$ cat config.mk
export PLATFORM = sky130hd
export DESIGN_NAME = vdp_cmd_unit
export DESIGN_NICKNAME = d
export VERILOG_FILES = /design/src/rtl/vdp_pkg.sv /design/src/rtl/vdp_addr_ctr.sv /design/src/rtl/vdp_cmd_unit.sv
export SDC_FILE = /design/constraint.sdc
export NUM_CORES = 1
export LEC_CHECK = 0
export CORE_MARGIN = 2
export CORE_UTILIZATION = 51
export CTS_CLUSTER_DIAMETER = 30
export DETAILED_ROUTE_END_ITERATION = 16
export PLACE_DENSITY = 0.8
export SYNTH_ARGS = -nofsm -noshare
export SYNTH_HDL_FRONTEND = slang
export SYNTH_SLANG_ARGS = --single-unit
$ cat constraint.sdc
create_clock -name clk -period 3.4 [get_ports clk]
set_clock_uncertainty 0.05 [all_clocks]
set_input_delay 0.51 -clock clk [delete_from_list [all_inputs] [get_ports clk]]
set_output_delay 0.51 -clock clk [all_outputs]
set_load 0.02 [all_outputs]
$ cat src/rtl/vdp_pkg.sv
// Shared types and widths for the VDP command unit: command codes,
// VRAM access FSM states and address widths.
package vdp_pkg;

    localparam int VRAM_AW = 14;
    localparam int CRAM_AW = 5;

    typedef enum logic [1:0] {
        CODE_VRD = 2'd0,
        CODE_VWR = 2'd1,
        CODE_REG = 2'd2,
        CODE_CRW = 2'd3
    } vdp_code_e;

    typedef enum logic [1:0] {
        ST_IDLE = 2'd0,
        ST_VWR  = 2'd1,
        ST_VRD  = 2'd2
    } vdp_state_e;

endpackage

$ cat src/rtl/vdp_addr_ctr.sv
// 14-bit VRAM address register with load and increment; a simultaneous load
// and increment advances past the freshly loaded value.
module vdp_addr_ctr
    import vdp_pkg::*;
(
    input  logic               clk,
    input  logic               rst,
    input  logic               load,
    input  logic [VRAM_AW-1:0] load_val,
    input  logic               inc,
    input  logic               wrap,
    output logic [VRAM_AW-1:0] addr
);

    logic [VRAM_AW-1:0] base;
    logic [VRAM_AW-1:0] nxt;

    // Without wrap the counter sticks at the top address instead of rolling over.
    always_comb begin
        base = load ? load_val : addr;
        nxt  = base;
        if (inc && (wrap || (base != '1))) begin
            nxt = base + 1'b1;
        end
    end

    always_ff @(posedge clk or posedge rst) begin
        if (rst) begin
            addr <= '0;
        end else if (load || inc) begin
            addr <= nxt;
        end
    end

endmodule

$ cat src/rtl/vdp_cmd_unit.sv
// VDP command/data port unit: decodes Z80 port accesses into address loads,
// register/CRAM writes and single-beat VRAM accesses with a read buffer.
module vdp_cmd_unit
    import vdp_pkg::*;
(
    input  logic               clk,
    input  logic               rst,
    input  logic               CSW_L,
    input  logic               CSR_L,
    input  logic               MODE,
    input  logic               vdp_go,
    input  logic [7:0]         data_in,
    output logic [7:0]         data_out,
    output logic               vram_req,
    output logic               vram_we,
    output logic [VRAM_AW-1:0] vram_addr,
    output logic [7:0]         vram_wdata,
    input  logic               vram_ack,
    input  logic [7:0]         vram_rdata,
    output logic               cram_we,
    output logic [CRAM_AW-1:0] cram_addr,
    output logic [5:0]         cram_wdata,
    output logic               rf_en,
    output logic [3:0]         rf_addr,
    output logic [7:0]         rf_data,
    output logic               cmd_pending,
    output logic               overrun
);

    vdp_state_e         state_q, state_d;
    vdp_code_e          code;
    vdp_code_e          new_code;
    logic               go_q;
    logic [7:0]         tmp;
    logic [7:0]         rbuf;
    logic [VRAM_AW-1:0] addr;
    logic [VRAM_AW-1:0] load_val;
    logic [VRAM_AW-1:0] access_addr;
    logic               evt, ctl_wr, ctl_rd, dat_wr, dat_rd;
    logic               idle, second, dat_drop;
    logic               start_vwr, start_vrd, cram_hit, ack_hit;

    // A write strobe takes precedence if both strobes are low on the same event.
    assign evt    = vdp_go & ~go_q;
    assign ctl_wr = evt & ~CSW_L & MODE;
    assign dat_wr = evt & ~CSW_L & ~MODE;
    assign ctl_rd = evt & CSW_L & ~CSR_L & MODE;
    assign dat_rd = evt & CSW_L & ~CSR_L & ~MODE;

    assign idle        = (state_q == ST_IDLE);
    assign second      = ctl_wr & cmd_pending;
    assign new_code    = vdp_code_e'(data_in[7:6]);
    assign load_val    = {data_in[5:0], tmp};
    assign access_addr = second ? load_val : addr;
    assign dat_drop    = (dat_wr | dat_rd) & ~idle;
    assign start_vwr   = idle & dat_wr & (code != CODE_CRW);
    assign cram_hit    = idle & dat_wr & (code == CODE_CRW);
    assign start_vrd   = idle & (dat_rd | (second & (new_code == CODE_VRD)));
    assign ack_hit     = vram_ack & ~idle;

    assign vram_req = ~idle;
    assign data_out = rbuf;

    vdp_addr_ctr u_addr_ctr (
        .clk      (clk),
        .rst      (rst),
        .load     (second),
        .load_val (load_val),
        .inc      (ack_hit | cram_hit),
        .wrap     (1'b1),
        .addr     (addr)
    );

    always_ff @(posedge clk or posedge rst) begin
        if (rst) begin
            state_q <= ST_IDLE;
        end else begin
            state_q <= state_d;
        end
    end

    always_comb begin
        state_d = state_q;
        case (state_q)
            ST_IDLE: begin
                if (start_vwr) begin
                    state_d = ST_VWR;
                end else if (start_vrd) begin
                    state_d = ST_VRD;
                end
            end
            ST_VWR, ST_VRD: begin
                if (vram_ack) begin
                    state_d = ST_IDLE;
                end
            end
            default: state_d = ST_IDLE;
        endcase
    end

    always_ff @(posedge clk or posedge rst) begin
        if (rst) begin
            go_q        <= 1'b0;
            code        <= CODE_VRD;
            tmp         <= '0;
            rbuf        <= '0;
            cmd_pending <= 1'b0;
            vram_we     <= 1'b0;
            vram_addr   <= '0;
            vram_wdata  <= '0;
            cram_we     <= 1'b0;
            cram_addr   <= '0;
            cram_wdata  <= '0;
            rf_en       <= 1'b0;
            rf_addr     <= '0;
            rf_data     <= '0;
            overrun     <= 1'b0;
        end else begin
            go_q    <= vdp_go;
            overrun <= dat_drop;
            rf_en   <= second & (new_code == CODE_REG);
            cram_we <= cram_hit;

            if (ctl_wr) begin
                cmd_pending <= ~cmd_pending;
            end else if (ctl_rd || ((dat_wr || dat_rd) && idle)) begin
                cmd_pending <= 1'b0;
            end

            if (ctl_wr && !cmd_pending) begin
                tmp <= data_in;
            end

            if (second) begin
                code <= new_code;
            end

            if (second && (new_code == CODE_REG)) begin
                rf_addr <= data_in[3:0];
                rf_data <= tmp;
            end

            if (cram_hit) begin
                cram_addr  <= addr[CRAM_AW-1:0];
                cram_wdata <= data_in[5:0];
            end

            if (dat_wr && idle) begin
                rbuf <= data_in;
            end else if (ack_hit && (state_q == ST_VRD)) begin
                rbuf <= vram_rdata;
            end

            // Access attributes are captured on FSM entry and held until the ack.
            if (start_vwr) begin
                vram_we    <= 1'b1;
                vram_addr  <= addr;
                vram_wdata <= data_in;
            end else if (start_vrd) begin
                vram_we   <= 1'b0;
                vram_addr <= access_addr;
            end
        end
    end

endmodule

==> results by group, run 1 <==
Synth
  • Post-synthesis instance total: 366
  • Synthesized area: 3880 sq um
  • Post-synth EDFFs: 0
  • Syn nets: 392
  • Unique masters post-synth: 44
  • Seq cells post-synth: 85
  • Ys Warns: 0
  • Synth Flop Type: dfrtp_1
  • Post-synthesis sequential area ratio: 54.82%
  • Avg Cell Area, Syn: 10.60 sq um
  • Post-synth ARST share: 100.0%

Placed design
  • Placer Congestion: 0.8598
  • Port bufs: 81
  • Cell count after placement: 540
  • DP HPWL: 6859 microns

Outcome
  • Status: finished, final reports clean

Worst setup path
  • CP Class: in -> reg
  • CP Cell Sequence: clkdlybuf4s50_1, and4bb_2, nand2_1, buf_4, buf_4, mux2i_1, nand4b_1, xor2_1, mux2i_1
  • CP endpoint kind: register
  • Top delay family on crit path: buffers and inverters
  • Crit Path Max Fanout: 16
  • CP required: 3.63 ns
  • Startpoint class of the critical path: input pin
  • Critical Path AT: 2.94 ns
  • Crit path buffers/inverters: 3
  • Worst path slowest cell: clkdlybuf4s50_1
  • CP max stage delay: 0.50 ns

Power and ir drop
  • Int Pwr: 2.286 mW
  • Combinational power share: 38.5%
  • Sw frac: 37.33%
  • NetSw: 1.362 mW
  • Clock network fraction of total power: 17.7%
  • Power Density: 727.9 nW/um^2
  • Sequential Power Share: 43.7%
  • Pleak: 2.321 nW
  • VDD IR max: 0.4663 mV

Drt
  • Routed WL: 9533 microns
  • DR iter-0 viols: 213
  • Routed WL per cell: 17.15 microns
  • TritonRoute pass-1 iters: 6
  • Via count: 3067
  • DRC Markers: 0
  • Final ANT Viol Nets: 0
  • Vias per cell: 5.516

Timing
  • Final hold vios: 0
  • RSZ-0062 raised after global routing: no
  • Final-report max-slew violation count: 0
  • Min Tclk post-route: 2.716 ns
  • Final setup vio count: 0
  • Total Neg Setup Slack: 0 ns
  • Max transition margin: 43.27%
  • Worst slew pin tran: 0.8500 ns
  • Period utilization: 79.88%
  • F_max: 0.3682 GHz

Clocking
  • CTS resizes: 0
  • Reg clk slew, reported paths: 0.08 ns
  • Setup repair bufs after CTS: 0
  • Clock sinks: 85
  • Clock buffer depth: 2
  • H-tree Lvls: 3
  • CTS tree: done
  • TritonCTS buffer count: 9
  • Hold-fix buffers, CTS: 0
  • Worst skew pair latency: 0.36 ns
  • Clock root cell: clkbuf_8

Floorplanning
  • Row cnt: 31
  • Starting Density: 53.21%
  • Core Area: 7292 sq um
  • Full die area: 8321 sq um
  • Die height: 91.22 microns
  • Io pins: 82
  • Die Wd: 91.22 microns

Global routing
  • Vias in the first global route: 3084
  • Total GRT Usage: 24.39%
  • First-pass GRT wire length: 15720 microns
  • Largest net degree at the start of global routing: 50
  • Initial antenna violation count: 0
  • Grt total ovfl: 0

Finish
  • Synthesis-to-layout area growth: 29.18%
  • Antenna Diode Count: 0
  • Non-filler instance count after layout: 556
  • Share of layout cells above drive strength 1: 13.35%
  • Net count, final: 478

Min path
  • Hold Path Class: reg -> reg

Flow run
  • Max-cap violations: 0
cell usage after synthesis (2+ instances only):
cell      instances  area share [%]
nand3_1           8             1.0
o21ai_2           2            0.45
buf_1             4            0.39
o21ai_0          13             1.7
a222oi_1         10             2.6
xnor2_1          10             2.3
a31oi_1           2            0.32
nand4_1           3            0.48
a211oi_1          2            0.39
nand2_1          81             7.8
a21oi_1           7            0.90
buf_2             7            0.90
xor2_1            7             1.6
nor3_2            3            0.77
a221o_1           4             1.0
nand2b_1          2            0.32
inv_1            24             2.3
ha_1              3            0.97
nand4b_1          2            0.45
clkbuf_1          6            0.58
o22ai_1           2            0.32
nor4_1            2            0.32
nor2_1           16             1.5
a22oi_1           7             1.4
mux2_2           22             6.4
dfrtp_1          85              55
o31ai_1           2            0.39
nor2b_1           2            0.32
mux2i_1          11             2.8
nor3_1            3            0.39
tightest hold or removal path, cell delays in order (launching register included):
cell and delay, ns:
dfrtp_1 0.35, nand2_1 0.05, nand2_1 0.05
power by group through the flow:
stage | sequential (mW) | clock [mW] | combinational (mW)
finish | 1.60 | 0.647 | 1.41
global placement | 1.60 | 0 | 1.37
CTS | 1.59 | 0.656 | 1.42
global route | 1.64 | 0.695 | 1.52
floorplan | 1.80 | 0 | 0.568
detailed placement | 1.61 | 0 | 1.40
worst paths after layout:
path	depth (start not counted)	to	slack (ns)	start
max	9	u_addr_ctr.addr[13]	0.68	MODE
min	2	cram_addr[3]	0.42	cram_addr[3]
max reg2reg	10	vram_addr[13]	0.92	state_q[0]
max in group asynchronous	3	tmp[4]	2.07	rst
min reg2reg	2	cram_addr[3]	0.42	cram_addr[3]
min in group asynchronous	2	cram_wdata[0]	0.56	rst
cell families (layout without fill, tap and decap cells):
| group | Yosys count | after routing | share of synthesized area (%) |
|---|---|---|---|
| DFF | 85 | 85 | 54.82 |
| xor gates and xnor gates | 17 | 17 | 3.837 |
| and+or+nand+nor | 131 | 131 | 15.61 |
| adders and majority gates | 3 | 3 | 0.9675 |
| muxes | 33 | 33 | 9.223 |
| AOI/OAI and AO/OA | 55 | 55 | 11.06 |
| buffers and inverters | 42 | 133 | 4.482 |
sequential cells by signal, summed over array words and instances, names as in the netlist, 2 cells and up:
| signal | cells |
|---|---|
| code | 2 |
| cram_addr | 5 |
| cram_wdata | 6 |
| data_out | 8 |
| rf_addr | 4 |
| rf_data | 8 |
| state_q | 2 |
| tmp | 8 |
| u_addr_ctr.addr | 14 |
| vram_addr | 14 |
| vram_wdata | 8 |
per-layer routing:
layer,wire length [microns],GRT usage [%],part of all wire [%],vias up
met4,167,10.48,1.8,0
met1,4324,35.01,45,1489
li1,-,-,-,1437
met3,552,3.320,5.8,13
met2,4488,37.47,47,128
met5,0,0,0,-
layout make-up:
class | count | area [sq um]
inverter | 24 | 91.34
fill | 572 | 2280
clock buffer | 11 | 141.4
clock inverter | 5 | 36.28
multi-input combinational | 239 | 1579
tap | 99 | 123.9
timing repair buffer | 93 | 913.4
sequential | 85 | 2127
per-stage QoR:
| step | instance area (sq um) | hold WS [ns] | utilization, % | power (mW) | worst slack [ns] |
|---|---|---|---|---|---|
| final | 5012 | 0.4188 | 68.74 | 3.648 | 0.6841 |
| after global routing | 5012 | 0.4485 | 68.74 | 3.862 | 0.5189 |
| after global placement | 4835 | 0.4013 | 66.30 | 2.969 | 0.4160 |
| after floorplan | 3880 | 0.4201 | - | 2.367 | 0.6465 |
| after CTS | 5012 | 0.4235 | 68.74 | 3.665 | 0.7234 |
| after detailed placement | 4835 | 0.4073 | 66.30 | 3.014 | 0.3285 |
cell usage in the layout, fill, tap and decap left out, types with 10 or more instances in the layout:
cell type	synthesis	layout
nand2_1	81	81
dfrtp_1	85	85
o21ai_0	13	13
mux2i_1	11	11
clkbuf_8	0	10
clkdlybuf4s50_1	0	81
mux2_2	22	22
inv_1	24	23
a222oi_1	10	10
buf_4	0	11
nor2_1	16	16
xnor2_1	10	10
No activity file was read; power rests on OpenSTA's default activity.
==> inputs of run 2 (changes only) <==
Clock period 3.4 ns to 2.5 ns, I/O delays scaled along.
==> results by group, run 2 (synthesis gave the netlist of run 1 again) <==
Floorplanning
  • Die Wd: 91.22 microns (unchanged)
  • Core Area: 7292 sq um (unchanged)
  • Starting Density: 53.21% (unchanged)
  • Io pins: 82 (unchanged)
  • Full die area: 8321 sq um (unchanged)
  • Row cnt: 31 (unchanged)
  • Die height: 91.22 microns (unchanged)

Worst setup path
  • CP required: 2.08 ns (was 3.63 ns)
  • Crit Path Max Fanout: 8 (was 16)
  • CP max stage delay: 0.65 ns (was 0.50 ns)
  • Critical Path AT: 1.94 ns (was 2.94 ns)
  • Worst path slowest cell: clkdlybuf4s50_1 (unchanged)
  • CP Cell Sequence: inv_1, ha_2, inv_1, clkdlybuf4s50_1 (was clkdlybuf4s50_1, and4bb_2, nand2_1, buf_4, buf_4, mux2i_1, nand4b_1, xor2_1, mux2i_1)
  • CP dominant cell by count: inv_1
  • CP Class: reg -> out (was in -> reg)
  • Critical R2R Launch: state_q[1] (was state_q[0])
  • R2r setup slk: 0.28 ns (was 0.92 ns)
  • Startpoint class of the critical path: register (was input pin)
  • CP endpoint kind: output port (was register)
  • R2R Path End: u_addr_ctr.addr[11] (was vram_addr[13])
  • Worst-case reg-to-reg path depth: 8 (was 10)

Global routing
  • Largest net degree at the start of global routing: 86 (was 50)
  • Initial antenna violation count: 0 (unchanged)
  • First-pass GRT wire length: 16850 microns (was 15720 microns)
  • Vias in the first global route: 3282 (was 3084)
  • Total GRT Usage: 26.15% (was 24.39%)
  • Grt total ovfl: 0 (unchanged)

Timing
  • Worst hold slack: 0.4219 ns (was 0.4188 ns)
  • Final setup vio count: 0 (unchanged)
  • F_max: 0.4233 GHz
  • Min Tclk post-route: 2.362 ns
  • Period utilization: 94.49%
  • Worst slew pin tran: 0.6113 ns (was 0.8500 ns)
  • Final-report max-slew violation count: 0 (unchanged)
  • Final hold vios: 0 (unchanged)
  • RSZ-0062 raised after global routing: no (unchanged)
  • Total Neg Setup Slack: 0 ns (unchanged)
  • Setup ws final: 0.1378 ns (was 0.6841 ns)
  • Max transition margin: 58.94% (was 43.27%)

Placed design
  • DP HPWL: 7385 microns (was 6859 microns)
  • Placer Congestion: 0.8731 (was 0.8598)
  • Port bufs: 81 (unchanged)
  • Post-Place Setup Slack: -0.2554 ns (was 0.3285 ns)
  • Cell count after placement: 566 (was 540)

Flow run
  • Max-cap violations: 0 (unchanged)

Drt
  • Routed WL per cell: 17.70 microns (was 17.15 microns)
  • DRC Markers: 0 (unchanged)
  • Vias per cell: 5.586 (was 5.516)
  • Final ANT Viol Nets: 0 (unchanged)
  • TritonRoute pass-1 iters: 5 (was 6)
  • Via count: 3251 (was 3067)
  • Routed WL: 10300 microns (was 9533 microns)
  • DR iter-0 viols: 280 (was 213)

Clocking
  • Worst skew pair latency: 0.36 ns (about the same)
  • CTS tree: done (unchanged)
  • Reg clk slew, reported paths: 0.09 ns (was 0.08 ns)
  • TritonCTS buffer count: 9 (unchanged)
  • Hold-fix buffers, CTS: 0 (unchanged)
  • Clock sinks: 85 (unchanged)
  • Clock root cell: clkbuf_8 (unchanged)
  • H-tree Lvls: 3 (unchanged)
  • Clock buffer depth: 2 (unchanged)

Finish
  • Share of layout cells above drive strength 1: 18.22% (was 13.35%)
  • # fillers: 540 (was 572)
  • Core Util, Final: 72.24% (was 68.74%)
  • Commonest non-fill, non-tap cell in the layout: dfrtp_1 (unchanged)
  • Biggest regs: u_addr_ctr.addr x14, vram_addr x14 (unchanged)
  • Most frequent cells in the layout: 85 x dfrtp_1, 81 x nand2_1, 81 x clkdlybuf4s50_1 (unchanged)
  • Synthesis-to-layout area growth: 35.76% (was 29.18%)
  • Net count, final: 504 (was 478)
  • Antenna Diode Count: 0 (unchanged)
  • Non-filler instance count after layout: 582 (was 556)

Min path
  • Hold Path Class: in -> async (was reg -> reg)

Power and ir drop
  • Power Density: 984.2 nW/um^2 (was 727.9 nW/um^2)
  • Pleak: 2.462 nW (was 2.321 nW)
  • VDD IR max: 0.4879 mV (was 0.4663 mV)

Outcome
  • Status: finished, final reports clean (unchanged)
[run 2: worst max path at each step]
| stage | startpoint | end | cells past startpoint | slack (ns) |
|---|---|---|---|---|
| after global routing | vdp_go | u_addr_ctr.addr[13] | 8 | 0.07 |
| after CTS | state_q[1] | vram_req | 4 | 0.09 |
| after floorplan | state_q[0] | vram_addr[3] | 11 | 0.26 |
| after global placement | MODE | vram_addr[13] | 7 | -0.18 |
| after detailed placement | MODE | vram_addr[13] | 7 | -0.26 |
| final | state_q[1] | vram_req | 4 | 0.14 |
[run 2: cell type report]
type / count / area [sq um] / share of cell area (%)
inverter: 24 / 93.84 / 1.781
clock inverter: 6 / 71.32 / 1.354
tap: 99 / 123.9 / 2.352
clock buffer: 10 / 127.6 / 2.423
timing repair buffer: 119 / 1134 / 21.52
sequential: 85 / 2127 / 40.38
multi-input combinational: 239 / 1590 / 30.19
[run 2: repair_timing]
action / CTS / global route
endpoints found under the setup margin: 0 / 8
gates resized for setup: 0 / 2
setup buffers: 0 / 0
endpoints found under the hold margin: 0 / 0
[run 2: power by group]
part | total (mW) | switching [mW] | internal [mW]
Clock | 0.983 | 0.515 | 0.469
Sequential | 2.19 | 0.376 | 1.81
Combinational | 2.02 | 1.04 | 0.979
Total | 5.18 | 1.93 | 3.26
[run 2: critical path: cells and delay by family (launching register included)]
| kind | cells | cell delay (ns) |
|---|---|---|
| adder cells (fa/ha/maj) | 1 | 0.24 |
| buffers and inverters | 3 | 0.94 |
| flip-flops | 1 | 0.40 |
[run 2: stage by stage]
step	area (sq um)	power, mW
3_3_place_gp	5057	4.115
3_5_place_dp	5057	4.206
6_report	5268	5.184
5_1_grt	5268	5.457
4_1_cts	5256	5.185
2_1_floorplan	3884	3.220
[run 2: metal layers]
layer	share of wire (%)	vias up	GRT usage, %	wire [microns]
met2	48	144	40.93	4919
met1	45	1608	37.13	4620
met3	6.1	13	4.149	629
met4	1.3	0	9.596	133
li1	-	1486	-	-
met5	0	-	0	0
